--- src/rtl/alu_pkg.sv ---
// Shared definitions for the ALU control decoder and the execute-stage ALU:
// control codes, FSM state encoding and the default datapath width.
package alu_pkg;

   localparam int ALU_WIDTH = 32;

   localparam logic [2:0] ALU_AND = 3'b000;
   localparam logic [2:0] ALU_OR  = 3'b001;
   localparam logic [2:0] ALU_ADD = 3'b010;
   localparam logic [2:0] ALU_SUB = 3'b110;
   localparam logic [2:0] ALU_MUL = 3'b011;
   localparam logic [2:0] ALU_SLT = 3'b111;

   typedef enum logic {
      IDLE    = 1'b0,
      MUL_RUN = 1'b1
   } alu_state_e;

endpackage

--- src/rtl/shift_add_mul.sv ---
// Iterative shift-add multiplier: one partial product per clock, exactly WIDTH
// iterations, low WIDTH bits of the product.
module shift_add_mul #(
   parameter int WIDTH = 32
) (
   input  logic             clk_i,
   input  logic             rst_i,
   input  logic             start_i,
   input  logic [WIDTH-1:0] mcand_i,
   input  logic [WIDTH-1:0] mplier_i,
   output logic             done_o,
   output logic [WIDTH-1:0] product_o
);

   localparam int CW = (WIDTH > 1) ? $clog2(WIDTH) : 1;
   localparam logic [CW-1:0] LAST = CW'(WIDTH - 1);

   logic             busy_r;
   logic [CW-1:0]    count_r;
   logic [WIDTH-1:0] mcand_r;
   logic [WIDTH-1:0] mplier_r;
   logic [WIDTH-1:0] acc_r;
   logic [WIDTH-1:0] acc_next_s;

   // Accumulator value after the current iteration's conditional add
   always_comb begin
      acc_next_s = acc_r;
      if (mplier_r[0]) begin
         acc_next_s = acc_r + mcand_r;
      end else begin
         acc_next_s = acc_r;
      end
   end

   // The final product is taken from the adder so it is ready on the last edge
   assign done_o    = busy_r && (count_r == LAST);
   assign product_o = acc_next_s;

   // Operand latch on start, then one shift-add step per edge while busy
   always_ff @(posedge clk_i or posedge rst_i) begin
      if (rst_i) begin
         busy_r   <= 1'b0;
         count_r  <= {CW{1'b0}};
         mcand_r  <= {WIDTH{1'b0}};
         mplier_r <= {WIDTH{1'b0}};
         acc_r    <= {WIDTH{1'b0}};
      end else if (start_i) begin
         busy_r   <= 1'b1;
         count_r  <= {CW{1'b0}};
         mcand_r  <= mcand_i;
         mplier_r <= mplier_i;
         acc_r    <= {WIDTH{1'b0}};
      end else if (busy_r) begin
         acc_r    <= acc_next_s;
         mcand_r  <= {mcand_r[WIDTH-2:0], 1'b0};
         mplier_r <= {1'b0, mplier_r[WIDTH-1:1]};
         count_r  <= count_r + {{(CW-1){1'b0}}, 1'b1};
         busy_r   <= (count_r != LAST);
      end
   end

endmodule

--- src/rtl/alu_exec_unit.sv ---
// Execute-stage ALU: single-cycle logic/arith/compare ops plus an iterative
// multiply that stalls the front end through ready_o.
module alu_exec_unit
   import alu_pkg::*;
#(
   parameter int WIDTH = ALU_WIDTH
) (
   input  logic             clk_i,
   input  logic             rst_i,
   input  logic             valid_i,
   input  logic [2:0]       ALUCtrl_i,
   input  logic [WIDTH-1:0] data1_i,
   input  logic [WIDTH-1:0] data2_i,
   output logic             ready_o,
   output logic             valid_o,
   output logic [WIDTH-1:0] data_o,
   output logic             zero_o
);

   localparam logic [WIDTH-1:0] ONE = {{(WIDTH-1){1'b0}}, 1'b1};

   alu_state_e       state_r;
   alu_state_e       state_next_s;
   logic             accept_s;
   logic             is_mul_s;
   logic             mul_start_s;
   logic             mul_done_s;
   logic [WIDTH-1:0] mul_result_s;
   logic [WIDTH-1:0] alu_result_s;
   logic [WIDTH-1:0] data_r;
   logic             zero_r;
   logic             valid_r;

   assign accept_s    = valid_i && ready_o;
   assign is_mul_s    = (ALUCtrl_i == ALU_MUL);
   assign mul_start_s = accept_s && is_mul_s;

   shift_add_mul #(
      .WIDTH (WIDTH)
   ) u_mul (
      .clk_i     (clk_i),
      .rst_i     (rst_i),
      .start_i   (mul_start_s),
      .mcand_i   (data1_i),
      .mplier_i  (data2_i),
      .done_o    (mul_done_s),
      .product_o (mul_result_s)
   );

   // State register
   always_ff @(posedge clk_i or posedge rst_i) begin
      if (rst_i) begin
         state_r <= IDLE;
      end else begin
         state_r <= state_next_s;
      end
   end

   // Next-state logic
   always_comb begin
      state_next_s = state_r;
      case (state_r)
         IDLE: begin
            if (mul_start_s) begin
               state_next_s = MUL_RUN;
            end else begin
               state_next_s = IDLE;
            end
         end
         MUL_RUN: begin
            if (mul_done_s) begin
               state_next_s = IDLE;
            end else begin
               state_next_s = MUL_RUN;
            end
         end
         default: state_next_s = IDLE;
      endcase
   end

   // FSM output: reset also masks ready so nothing is accepted while held
   always_comb begin
      ready_o = 1'b0;
      if ((state_r == IDLE) && !rst_i) begin
         ready_o = 1'b1;
      end else begin
         ready_o = 1'b0;
      end
   end

   // Single-cycle datapath; undefined codes yield zero
   always_comb begin
      alu_result_s = {WIDTH{1'b0}};
      case (ALUCtrl_i)
         ALU_AND: alu_result_s = data1_i & data2_i;
         ALU_OR:  alu_result_s = data1_i | data2_i;
         ALU_ADD: alu_result_s = data1_i + data2_i;
         ALU_SUB: alu_result_s = data1_i - data2_i;
         ALU_SLT: begin
            if ($signed(data1_i) < $signed(data2_i)) begin
               alu_result_s = ONE;
            end else begin
               alu_result_s = {WIDTH{1'b0}};
            end
         end
         default: alu_result_s = {WIDTH{1'b0}};
      endcase
   end

   // Result registers: loaded on a single-cycle accept or on multiply completion
   always_ff @(posedge clk_i or posedge rst_i) begin
      if (rst_i) begin
         data_r  <= {WIDTH{1'b0}};
         zero_r  <= 1'b0;
         valid_r <= 1'b0;
      end else if (accept_s && !is_mul_s) begin
         data_r  <= alu_result_s;
         zero_r  <= (alu_result_s == {WIDTH{1'b0}});
         valid_r <= 1'b1;
      end else if (mul_done_s) begin
         data_r  <= mul_result_s;
         zero_r  <= (mul_result_s == {WIDTH{1'b0}});
         valid_r <= 1'b1;
      end else begin
         valid_r <= 1'b0;
      end
   end

   assign data_o  = data_r;
   assign zero_o  = zero_r;
   assign valid_o = valid_r;

endmodule

--- config.mk ---
export PLATFORM = sky130hd
export DESIGN_NAME = alu_exec_unit
export DESIGN_NICKNAME = d
export VERILOG_FILES = /design/src/rtl/alu_pkg.sv /design/src/rtl/shift_add_mul.sv /design/src/rtl/alu_exec_unit.sv
export SDC_FILE = /design/constraint.sdc
export NUM_CORES = 1
export LEC_CHECK = 0
export BUFFER_PORTS_ARGS = -buffer_cell sky130_fd_sc_hd__buf_2
export CORE_MARGIN = 5
export CORE_UTILIZATION = 56
export CTS_CLUSTER_SIZE = 14
export DETAILED_ROUTE_END_ITERATION = 8
export PLACE_DENSITY_LB_ADDON = 0.12
export SLEW_MARGIN = 20
export SYNTH_ARGS = -nofsm -noshare
export SYNTH_HDL_FRONTEND = slang
export SYNTH_SLANG_ARGS = --single-unit
--- constraint.sdc ---
create_clock -name clk_i -period 4.4 [get_ports clk_i]
set_clock_uncertainty 0.15 [all_clocks]
set_input_delay 0.88 -clock clk_i [delete_from_list [all_inputs] [get_ports clk_i]]
set_output_delay 0.88 -clock clk_i [all_outputs]
set_load 0.005 [all_outputs]
==> run_results.csv, run 1 <==
group,metric,value,unit
detailed_routing,drt_wl_total,44800,um
clock_network,postCtsSetupBuffers,0,
pwr,internal_power,4.89,mW
setup_path,crit_path_start_kind,"flop",
timing,report.final.slew_viol_count,0,
status,status,"finished, final reports clean",
logic_synthesis,synth_async_sr_flop_share,1.00,
setup_path,crit_type,"reg2reg",
clock_network,htreeDepth,4,
setup_path,cp_max_fo,6,
detailed_routing,viasPerCell,6.32,
logic_synthesis,synth_top_area_share,0.254,
timing,finalCritPeriodShare,0.910,
global_route,first_global_vias,12726,
pwr,leakage,7.15,nW
pwr,switching_share,0.470,
logic_synthesis,synth_cells,1703,
detailed_routing,vias,13352,
clock_network,path_clk_slew,0.07,ns
layout,finalNetCount,1987,
pwr,seq_power_share,0.252,
global_route,grt_max_degree,87,
floorplan,rows,56,
timing,worst_pin_slew,0.891,ns
layout,n_antenna_cell,0,
floorplan,start_util,0.571,
pwr,clkPwrFrac,0.157,
global_route,grt_pass1_wl,70600,um
placed_design,port_buffers,104,
pwr,pwr-share-comb,0.591,
floorplan,die_w,165,um
clock_network,tritoncts,"yes",
global_route,grt_use_met3,0.0630,
logic_synthesis,syn-cell-area,0.0135,mm2
floorplan,core_area,0.0236,mm2
logic_synthesis,synth-xor-area-share,0.0247,
setup_path,endpoint,"zero_o$_DFFE_PP0P_",
logic_synthesis,synth-compound-area-share,0.266,
detailed_routing,drtIter0Drc,1464,
logic_synthesis,yosysWarnings,0,
logic_synthesis,syn-num-nets,1908,
setup_path,cp.required,4.61,ns
logic_synthesis,synth_top_area_cell,"dfrtp_1",
clock_network,cts_hold_buf,0,
logic_synthesis,synth_top_family_by_area,"compound AO/OA/AOI/OAI gates",
logic_synthesis,synth_edf_count,0,
pwr,peakVddDrop,0.368,mV
logic_synthesis,postSynthAreaPerCell,7.92,um2
global_route,antenna_found_initial,0,
global_route,overflow,0,
clock_network,cts_sinks,137,
worst_hold_path,hold_class,"in2async",
global_route,grt.total_usage,0.330,
setup_path,rr_endpoint,"zero_o$_DFFE_PP0P_",
clock_network,insertion_delay,0.44,ns
run,cap_violations,0,
logic_synthesis,muxShareOfSynthArea,0.0827,
timing,hold_violations,0,
logic_synthesis,synthAdderAreaFrac,0.127,
detailed_routing,wl_per_cell,21.2,um
floorplan,die_area,0.0273,mm2
pwr,power.switching,4.34,mW
logic_synthesis,yosys-top-cells-count,"nor2_1 (195), a21oi_1 (190), dfrtp_1 (137), ha_1 (132), nand2_1 (122)",
detailed_routing,drc,0,
timing,slew_headroom,0.406,
setup_path,worstPathArrival,4.22,ns
clock_network,cts_buffers,17,
placed_design,dp_cells,2082,
floorplan,ioPinCount,105,
setup_path,startpoint,"u_mul.acc_r[2]$_DFFE_PP0P_",
global_route,use_met2,0.507,
logic_synthesis,synthSimpleGateAreaFrac,0.181,
placed_design,hpwl,35200,um
setup_path,reg2reg_slack,0.39,ns
logic_synthesis,synth_ff_type,"dfrtp_1",
timing,fmax,250,MHz
timing,finalSetupViolCount,0,
floorplan,die_h,165,um
pwr,power_density,614,mW/mm2
layout,drive_gt1_frac,0.132,
logic_synthesis,yosysSeqAreaShare,0.254,
layout,syn2layout_area_growth,11.5,%
global_route,grt_use_met1,0.476,
timing,setup-tns-final,0,ns
setup_path,endpoint_kind,"flop",
timing,rsz0062_at_grt,"no",
detailed_routing,firstDrtPassIters,6,
layout,final_cells,2114,
detailed_routing,ant_nets,0,
logic_synthesis,synthTopCellsByArea,"dfrtp_1 (25%), ha_1 (12%), mux2i_1 (8.0%)",
logic_synthesis,synth.distinct_cells,93,
clock_network,clockBufferDepth,2,
placed_design,place.gp.congestion,0.995,
logic_synthesis,synth.most_common_cell,"nor2_1",
clock_network,post_cts.resized_instances,0,
setup_path,reg2regPathDepth,12,
clock_network,cts_root_buf,"clkbuf_16",
setup_path,regToRegStartpoint,"u_mul.acc_r[2]$_DFFE_PP0P_",
layout,fillers,2170,
logic_synthesis,yosys_register_bits,137,
timing,fin_crit,4.01,ns
global_route,grt-busiest-layer,"met2",
## power by group through the flow
stage | Sequential, mW | Clock, mW | Combinational, mW
2_1_floorplan | 2.16 | 0 | 3.99
3_3_place_gp | 2.32 | 0 | 5.25
3_5_place_dp | 2.33 | 0 | 5.35
4_1_cts | 2.32 | 1.47 | 5.38
5_1_grt | 2.38 | 1.53 | 6.03
6_report | 2.32 | 1.45 | 5.45
## area by class of cell
type | count | area [um2] | area share
inverters | 113 | 428 | 0.0285
flip-flops and latches | 137 | 3430 | 0.228
repair buffers | 165 | 991 | 0.0659
multi-input cells | 1348 | 9200 | 0.612
clock buffers | 17 | 425 | 0.0283
well taps | 319 | 399 | 0.0266
clock inverters | 15 | 155 | 0.0103
## logic make-up after synthesis
group	after synthesis
AND/OR/NAND/NOR	517
flip-flops	137
buffers and inverters	218
XOR/XNOR	38
adder cells (fa/ha/maj)	135
multiplexers	111
AO/OA/AOI/OAI	547
## registers in the layout (all words and copies together), names as in the netlist
| register | flops |
|---|---|
| state_r | 1 |
| u_mul.mplier_r | 32 |
| u_mul.busy_r | 1 |
| valid_o | 1 |
| zero_o | 1 |
| u_mul.mcand_r | 32 |
| data_o | 32 |
| u_mul.acc_r | 32 |
| u_mul.count_r | 5 |
## worst max-delay path: stages, from the launching register on
cell and delay, ns:
dfrtp_1 0.42, ha_1 0.41, o211ai_1 0.15, nor3_2 0.28
o2111ai_1 0.31, o22ai_1 0.49, a21oi_1 0.14, nor3b_1 0.69
and3_1 0.24, and4_1 0.21, and4_1 0.19, nand4_1 0.14
nand3_1 0.12
## worst min-delay path by stage
stage	startpoint	to	slack (ns)	depth (start not counted)
global route	rst_i	u_mul.acc_r[0]$_DFFE_PP0P_	0.43	2
finish	rst_i	u_mul.acc_r[0]$_DFFE_PP0P_	0.38	2
detailed placement	u_mul.mplier_r[31]$_DFFE_PP0P_	u_mul.mplier_r[31]$_DFFE_PP0P_	0.37	2
CTS	rst_i	u_mul.acc_r[0]$_DFFE_PP0P_	0.39	2
global placement	u_mul.count_r[4]$_DFFE_PP0P_	u_mul.count_r[4]$_DFFE_PP0P_	0.36	2
floorplan	state_r$_DFF_PP0_	state_r$_DFF_PP0_	0.30	2
## cell usage in the layout (no fill, tap or decap), types with 17 or more instances in the layout
master	count
a211oi_1	48
a21o_1	26
a21oi_1	189
a31oi_1	19
buf_2	104
buf_4	60
clkbuf_16	17
dfrtp_1	135
ha_1	132
inv_1	110
mux2i_1	108
nand2_1	122
nand3_1	42
nand4_1	18
nor2_1	194
nor2b_1	17
nor3_1	24
nor4_1	17
o211ai_1	38
o21ai_0	95
xnor2_1	29
## layer usage
layer | routed length [um] | share of wire
met1 | 20300 | 0.45
met2 | 20100 | 0.45
met3 | 3360 | 0.075
met4 | 1050 | 0.023
met5 | 0 | 0
## per-stage QoR
step	setup slack, ns	instance area (um2)	util	hold WS (ns)	power, mW
2_1_floorplan	0.650	13500	-	0.298	6.15
3_3_place_gp	0.114	14500	0.612	0.362	7.56
3_5_place_dp	0.0893	14500	0.612	0.370	7.69
4_1_cts	0.450	15000	0.637	0.385	9.17
5_1_grt	0.167	15000	0.637	0.426	9.94
6_report	0.394	15000	0.637	0.378	9.23
(Power assumes the default switching activity.)
==> run 2, diff against run 1 <==
--- a/config.mk
+++ b/config.mk
@@ -10,7 +10,7 @@
 export CORE_UTILIZATION = 56
 export CTS_CLUSTER_SIZE = 14
 export DETAILED_ROUTE_END_ITERATION = 8
-export PLACE_DENSITY_LB_ADDON = 0.12
+export PLACE_DENSITY = 0.78
 export SLEW_MARGIN = 20
 export SYNTH_ARGS = -nofsm -noshare
 export SYNTH_HDL_FRONTEND = slang
==> run 2 against run 1 <==
Effect of this change: maximum frequency rose by 0.11%; core utilization rose by 0.46 points; clock power rose by 7%; total power rose by 1.3%; routed wire length rose by 1.5%; first-iteration DRC count fell by 1.2%; non-clock buffer count rose by 10; sequential share of layout area fell by 0.16 points; worst hold slack got worse by 0.023 ns; clock-buffer cell count did not move; flip-flop and latch count did not move; design area rose by 0.72%; highest routed layer unchanged.
==> run_results.csv, run 2 (synthesized netlist as in run 1, its figures left out) <==
group,metric,value,unit
status,status,"finished, final reports clean",
clock_network,tritoncts,"yes",
floorplan,core_area,0.0236,mm2
timing,report.final.slew_viol_count,0,
pwr,leakage,7.21,nW
timing,holdWs,0.355,ns
layout,drive_gt1_frac,0.137,
timing,worst_pin_slew,0.858,ns
floorplan,rows,56,
floorplan,start_util,0.571,
floorplan,die_area,0.0273,mm2
layout,mostFrequentLayoutCell,"nor2_1",
layout,n_antenna_cell,0,
setup_path,cp.required,4.62,ns
layout,syn2layout_area_growth,12.3,%
setup_path,endpoint_kind,"flop",
global_route,antenna_found_initial,0,
worst_hold_path,hold_class,"reg2reg",
timing,rsz0062_at_grt,"no",
setup_path,crit_path_start_kind,"input pin",
detailed_routing,viasPerCell,6.36,
placed_design,hpwl,36000,um
timing,setup-tns-final,0,ns
global_route,overflow,0,
placed_design,place.gp.congestion,1.01,
layout,finalNetCount,1997,
global_route,grt-busiest-layer,"met2",
clock_network,post_cts.resized_instances,0,
detailed_routing,wl_per_cell,21.4,um
global_route,first_global_vias,12815,
floorplan,ioPinCount,105,
detailed_routing,ant_nets,0,
run,cap_violations,0,
placed_design,dp_cells,2092,
timing,slew_headroom,0.428,
clock_network,cts_buffers,17,
detailed_routing,drt_wl_total,45500,um
timing,finalCritPeriodShare,0.909,
timing,fmax,250,MHz
detailed_routing,drc,0,
floorplan,die_h,165,um
setup_path,crit_type,"in2reg",
clock_network,insertion_delay,0.45,ns
clock_network,htreeDepth,4,
clock_network,cts_root_buf,"clkbuf_16",
global_route,grt_pass1_wl,71400,um
clock_network,path_clk_slew,0.06,ns
pwr,peakVddDrop,0.386,mV
layout,final_cells,2124,
detailed_routing,drtIter0Drc,1446,
floorplan,die_w,165,um
global_route,grt_max_degree,73,
timing,finalSetupViolCount,0,
setup_path,worstPathArrival,4.22,ns
global_route,grt_use_met1,0.485,
global_route,use_met2,0.524,
placed_design,port_buffers,104,
clock_network,postCtsSetupBuffers,0,
setup_path,cp_max_fo,11,
timing,fin_crit,4.00,ns
clock_network,cts_hold_buf,0,
global_route,grt_use_met3,0.0449,
pwr,power_density,618,mW/mm2
layout,final_cell_mix,"nor2_1 (194), a21oi_1 (189), dfrtp_1 (135)",
clock_network,cts_sinks,137,
detailed_routing,vias,13504,
detailed_routing,firstDrtPassIters,6,
timing,hold_violations,0,
clock_network,clockBufferDepth,2,
global_route,grt.total_usage,0.334,
## run 2: worst paths after layout
check                                             start                      to  slack [ns]  depth (start not counted)
setup reg to reg           u_mul.mcand_r[6]$_DFFE_PP0P_      zero_o$_DFFE_PP0P_        0.41                         12
hold / removal                        state_r$_DFF_PP0_       state_r$_DFF_PP0_        0.36                          2
hold reg to reg                       state_r$_DFF_PP0_       state_r$_DFF_PP0_        0.36                          2
min in group asynchronous                         rst_i  u_mul.busy_r$_DFF_PP0_        0.42                          2
max in group asynchronous                         rst_i  data_o[23]$_DFFE_PP0P_        2.85                          3
setup / recovery                             data1_i[9]      zero_o$_DFFE_PP0P_        0.40                         14
## run 2: routing by layer
layer | wire [um] | vias up | share of wire
met1 | 20300 | 6467 | 0.45
met4 | 969 | 0 | 0.021
met5 | 0 | - | 0
li1 | - | 6354 | -
met3 | 3770 | 71 | 0.083
met2 | 20400 | 612 | 0.45
## run 2: per-stage QoR
stage / worst slack (ns) / utilization / total power [mW] / cell area, um2
floorplan: 0.650 / - / 6.15 / 13500
global placement: 0.107 / 0.615 / 7.51 / 14500
detailed placement: 0.0721 / 0.615 / 7.67 / 14500
CTS: 0.477 / 0.641 / 9.26 / 15100
global route: 0.158 / 0.641 / 10.0 / 15100
finish: 0.399 / 0.641 / 9.35 / 15100
## run 2: worst max-delay path, cell delays in order
cell	delay (ns)
buf_2	0.13
inv_1	0.05
ha_1	0.53
inv_1	0.17
a2111oi_4	0.41
and3b_1	0.26
nor4_2	0.30
or4_1	0.16
o211ai_1	0.11
a2111oi_0	0.48
nand4_1	0.16
nor4_1	0.34
nand4_1	0.14
nand3_1	0.08
## run 2: cell type report
type | instances | area (um2)
inverter | 113 | 428
clock inverter | 15 | 200
multi-input combinational | 1348 | 9200
clock buffer | 17 | 425
fill | 2151 | 8470
sequential | 137 | 3430
timing repair buffer | 175 | 1050
tap | 319 | 399
## run 2: where the power goes
group | total, mW | leakage [nW] | internal, mW | switching, mW
logic | 5.43 | 5.24 | 2.26 | 3.16
registers | 2.38 | 1.66 | 1.85 | 0.532
clock network | 1.55 | 0.305 | 0.825 | 0.720
total | 9.35 | 7.21 | 4.93 | 4.42
==> run 3, diff against run 2 <==
--- a/config.mk
+++ b/config.mk
@@ -6,11 +6,13 @@
 export NUM_CORES = 1
 export LEC_CHECK = 0
 export BUFFER_PORTS_ARGS = -buffer_cell sky130_fd_sc_hd__buf_2
+export CAP_MARGIN = 20
 export CORE_MARGIN = 5
-export CORE_UTILIZATION = 56
+export CORE_UTILIZATION = 57
+export CTS_BUF_LIST = sky130_fd_sc_hd__clkbuf_8
 export CTS_CLUSTER_SIZE = 14
 export DETAILED_ROUTE_END_ITERATION = 8
-export PLACE_DENSITY = 0.78
+export PLACE_DENSITY = 0.79
 export SLEW_MARGIN = 20
 export SYNTH_ARGS = -nofsm -noshare
 export SYNTH_HDL_FRONTEND = slang
==> run 3 against run 2 <==
Effect of this change: routed wire length shrank 1.7%; worst hold slack worse by 0.16 ns; non-clock buffer count is 3 lower; clock power decreased by 30%; largest power group unchanged; combinational power is 2% lower; flip-flop and latch count is the same; global-route usage up 0.27 points.
==> run_results.csv, run 3 (synthesized netlist as in run 1, its figures left out) <==
group,metric,value,unit
status,status,"finished, final reports clean",
floorplan,core_area,0.0234,mm2
setup_path,reg2regPathDepth,12,
placed_design,post-place-ws,0.0504,ns
floorplan,start_util,0.576,
placed_design,placed_cell_area,0.0145,mm2
layout,mostFrequentLayoutCell,"nor2_1",
detailed_routing,wl_per_cell,21.1,um
worst_hold_path,hold_class,"in2async",
layout,finalNetCount,1994,
layout,postLayoutCellArea,0.0149,mm2
timing,fin_crit,3.99,ns
clock_network,cts_sinks,137,
placed_design,port_buffers,104,
timing,finalSetupViolCount,0,
timing,fin_ws,0.409,ns
pwr,leakage,7.10,nW
clock_network,path_clk_slew,0.12,ns
timing,worst_pin_slew,0.711,ns
placed_design,hpwl,35400,um
global_route,grt_pass1_wl,71300,um
pwr,power.switching,4.30,mW
global_route,grt.total_usage,0.337,
detailed_routing,drt_wl_total,44700,um
global_route,overflow,0,
layout,n_antenna_cell,0,
pwr,power_density,592,mW/mm2
timing,setup-tns-final,0,ns
clock_network,tritoncts,"yes",
run,cap_violations,0,
floorplan,rows,56,
pwr,internal_power,4.52,mW
pwr,switching_share,0.487,
layout,fillers,2121,
floorplan,ioPinCount,105,
clock_network,postCtsSetupBuffers,0,
detailed_routing,ant_nets,0,
timing,report.final.slew_viol_count,0,
layout,final_cell_mix,"nor2_1 (194), a21oi_1 (189), dfrtp_1 (135)",
detailed_routing,drtIter0Drc,1545,
pwr,pwr-share-comb,0.603,
detailed_routing,viasPerCell,6.30,
detailed_routing,drc,0,
clock_network,cts_buffers,17,
global_route,antenna_found_initial,0,
setup_path,cp.required,4.64,ns
setup_path,crit_type,"in2reg",
timing,rsz0062_at_grt,"no",
clock_network,clockBufferDepth,2,
clock_network,insertion_delay,0.48,ns
layout,final_util,0.637,
pwr,power.total,8.81,mW
setup_path,cp_max_fo,4,
layout,syn2layout_area_growth,10.5,%
clock_network,post_cts.resized_instances,0,
clock_network,htreeDepth,4,
setup_path,endpoint_kind,"flop",
timing,fmax,251,MHz
timing,hold_violations,0,
setup_path,crit_path_start_kind,"input pin",
clock_network,cts_root_buf,"clkbuf_8",
floorplan,die_w,164,um
layout,drive_gt1_frac,0.135,
setup_path,worstPathArrival,4.23,ns
detailed_routing,firstDrtPassIters,6,
timing,finalCritPeriodShare,0.907,
pwr,seq_power_share,0.274,
placed_design,place.gp.congestion,0.998,
global_route,first_global_vias,12671,
pwr,peakVddDrop,0.326,mV
global_route,grt_max_degree,72,
timing,slew_headroom,0.525,
clock_network,cts_hold_buf,0,
floorplan,die_area,0.0268,mm2
pwr,clkPwrFrac,0.123,
detailed_routing,vias,13360,
floorplan,die_h,164,um
run 3: changes by cell type in the layout (fill, tap and decap cells not counted):
cell and change:
clkinv_2 +1, inv_8 +2, inv_6 +1, bufinv_16 -1
clkbuf_8 +17, clkinv_8 -4, clkinv_4 +1, clkbuf_16 -17
buf_4 -5, buf_12 +2
run 3: final timing paths:
path / startpoint / to / slack, ns
max: data2_i[0] / zero_o$_DFFE_PP0P_ / 0.41
max in group asynchronous: rst_i / data_o[25]$_DFFE_PP0P_ / 2.97
min: rst_i / u_mul.mplier_r[3]$_DFFE_PP0P_ / 0.20
min reg2reg: state_r$_DFF_PP0_ / state_r$_DFF_PP0_ / 0.40
max reg2reg: u_mul.mcand_r[6]$_DFFE_PP0P_ / zero_o$_DFFE_PP0P_ / 0.52
min in group clk_i: state_r$_DFF_PP0_ / state_r$_DFF_PP0_ / 0.40
run 3: per-layer routing:
layer,global-route usage,vias to the layer above,wire [um]
li1,-,6365,-
met1,0.499,6396,20300
met2,0.528,544,19800
met3,0.0479,55,3860
met4,0.0660,0,788
met5,0,-,0
run 3: cell type report:
cell class | count | area, um2 | area share
clock buffer | 17 | 234 | 0.0157
clock inverter | 15 | 150 | 0.0101
inverter | 113 | 428 | 0.0287
multi-input combinational | 1348 | 9200 | 0.617
sequential | 137 | 3430 | 0.230
tap | 319 | 399 | 0.0268
timing repair buffer | 172 | 1060 | 0.0709
run 3: power groups by stage:
stage | Clock (mW) | Sequential (mW) | Combinational (mW)
6_report | 1.09 | 2.42 | 5.31
5_1_grt | 1.15 | 2.48 | 5.87
4_1_cts | 1.10 | 2.40 | 5.24
3_5_place_dp | 0 | 2.42 | 5.21
3_3_place_gp | 0 | 2.40 | 5.08
2_1_floorplan | 0 | 2.16 | 3.99
run 3: metrics by stage:
stage	std cells	hold slack (ns)
after floorplan	1703	0.298
after global placement	2088	0.344
after detailed placement	2088	0.352
after CTS	2120	0.380
after global routing	2121	0.214
final	2121	0.200
run 3: worst max-delay path, cell delays in order:
cell and delay, ns:
buf_2 0.11, ha_1 0.22, inv_1 0.08, fa_1 0.39, and2b_2 0.27, o211ai_1 0.12, a211oi_1 0.35, nor4_1 0.16
o31ai_1 0.44, o2111ai_1 0.16, o2bb2ai_1 0.30, nand4_1 0.13, nor4_1 0.41, nand4_1 0.14, nand3_1 0.08
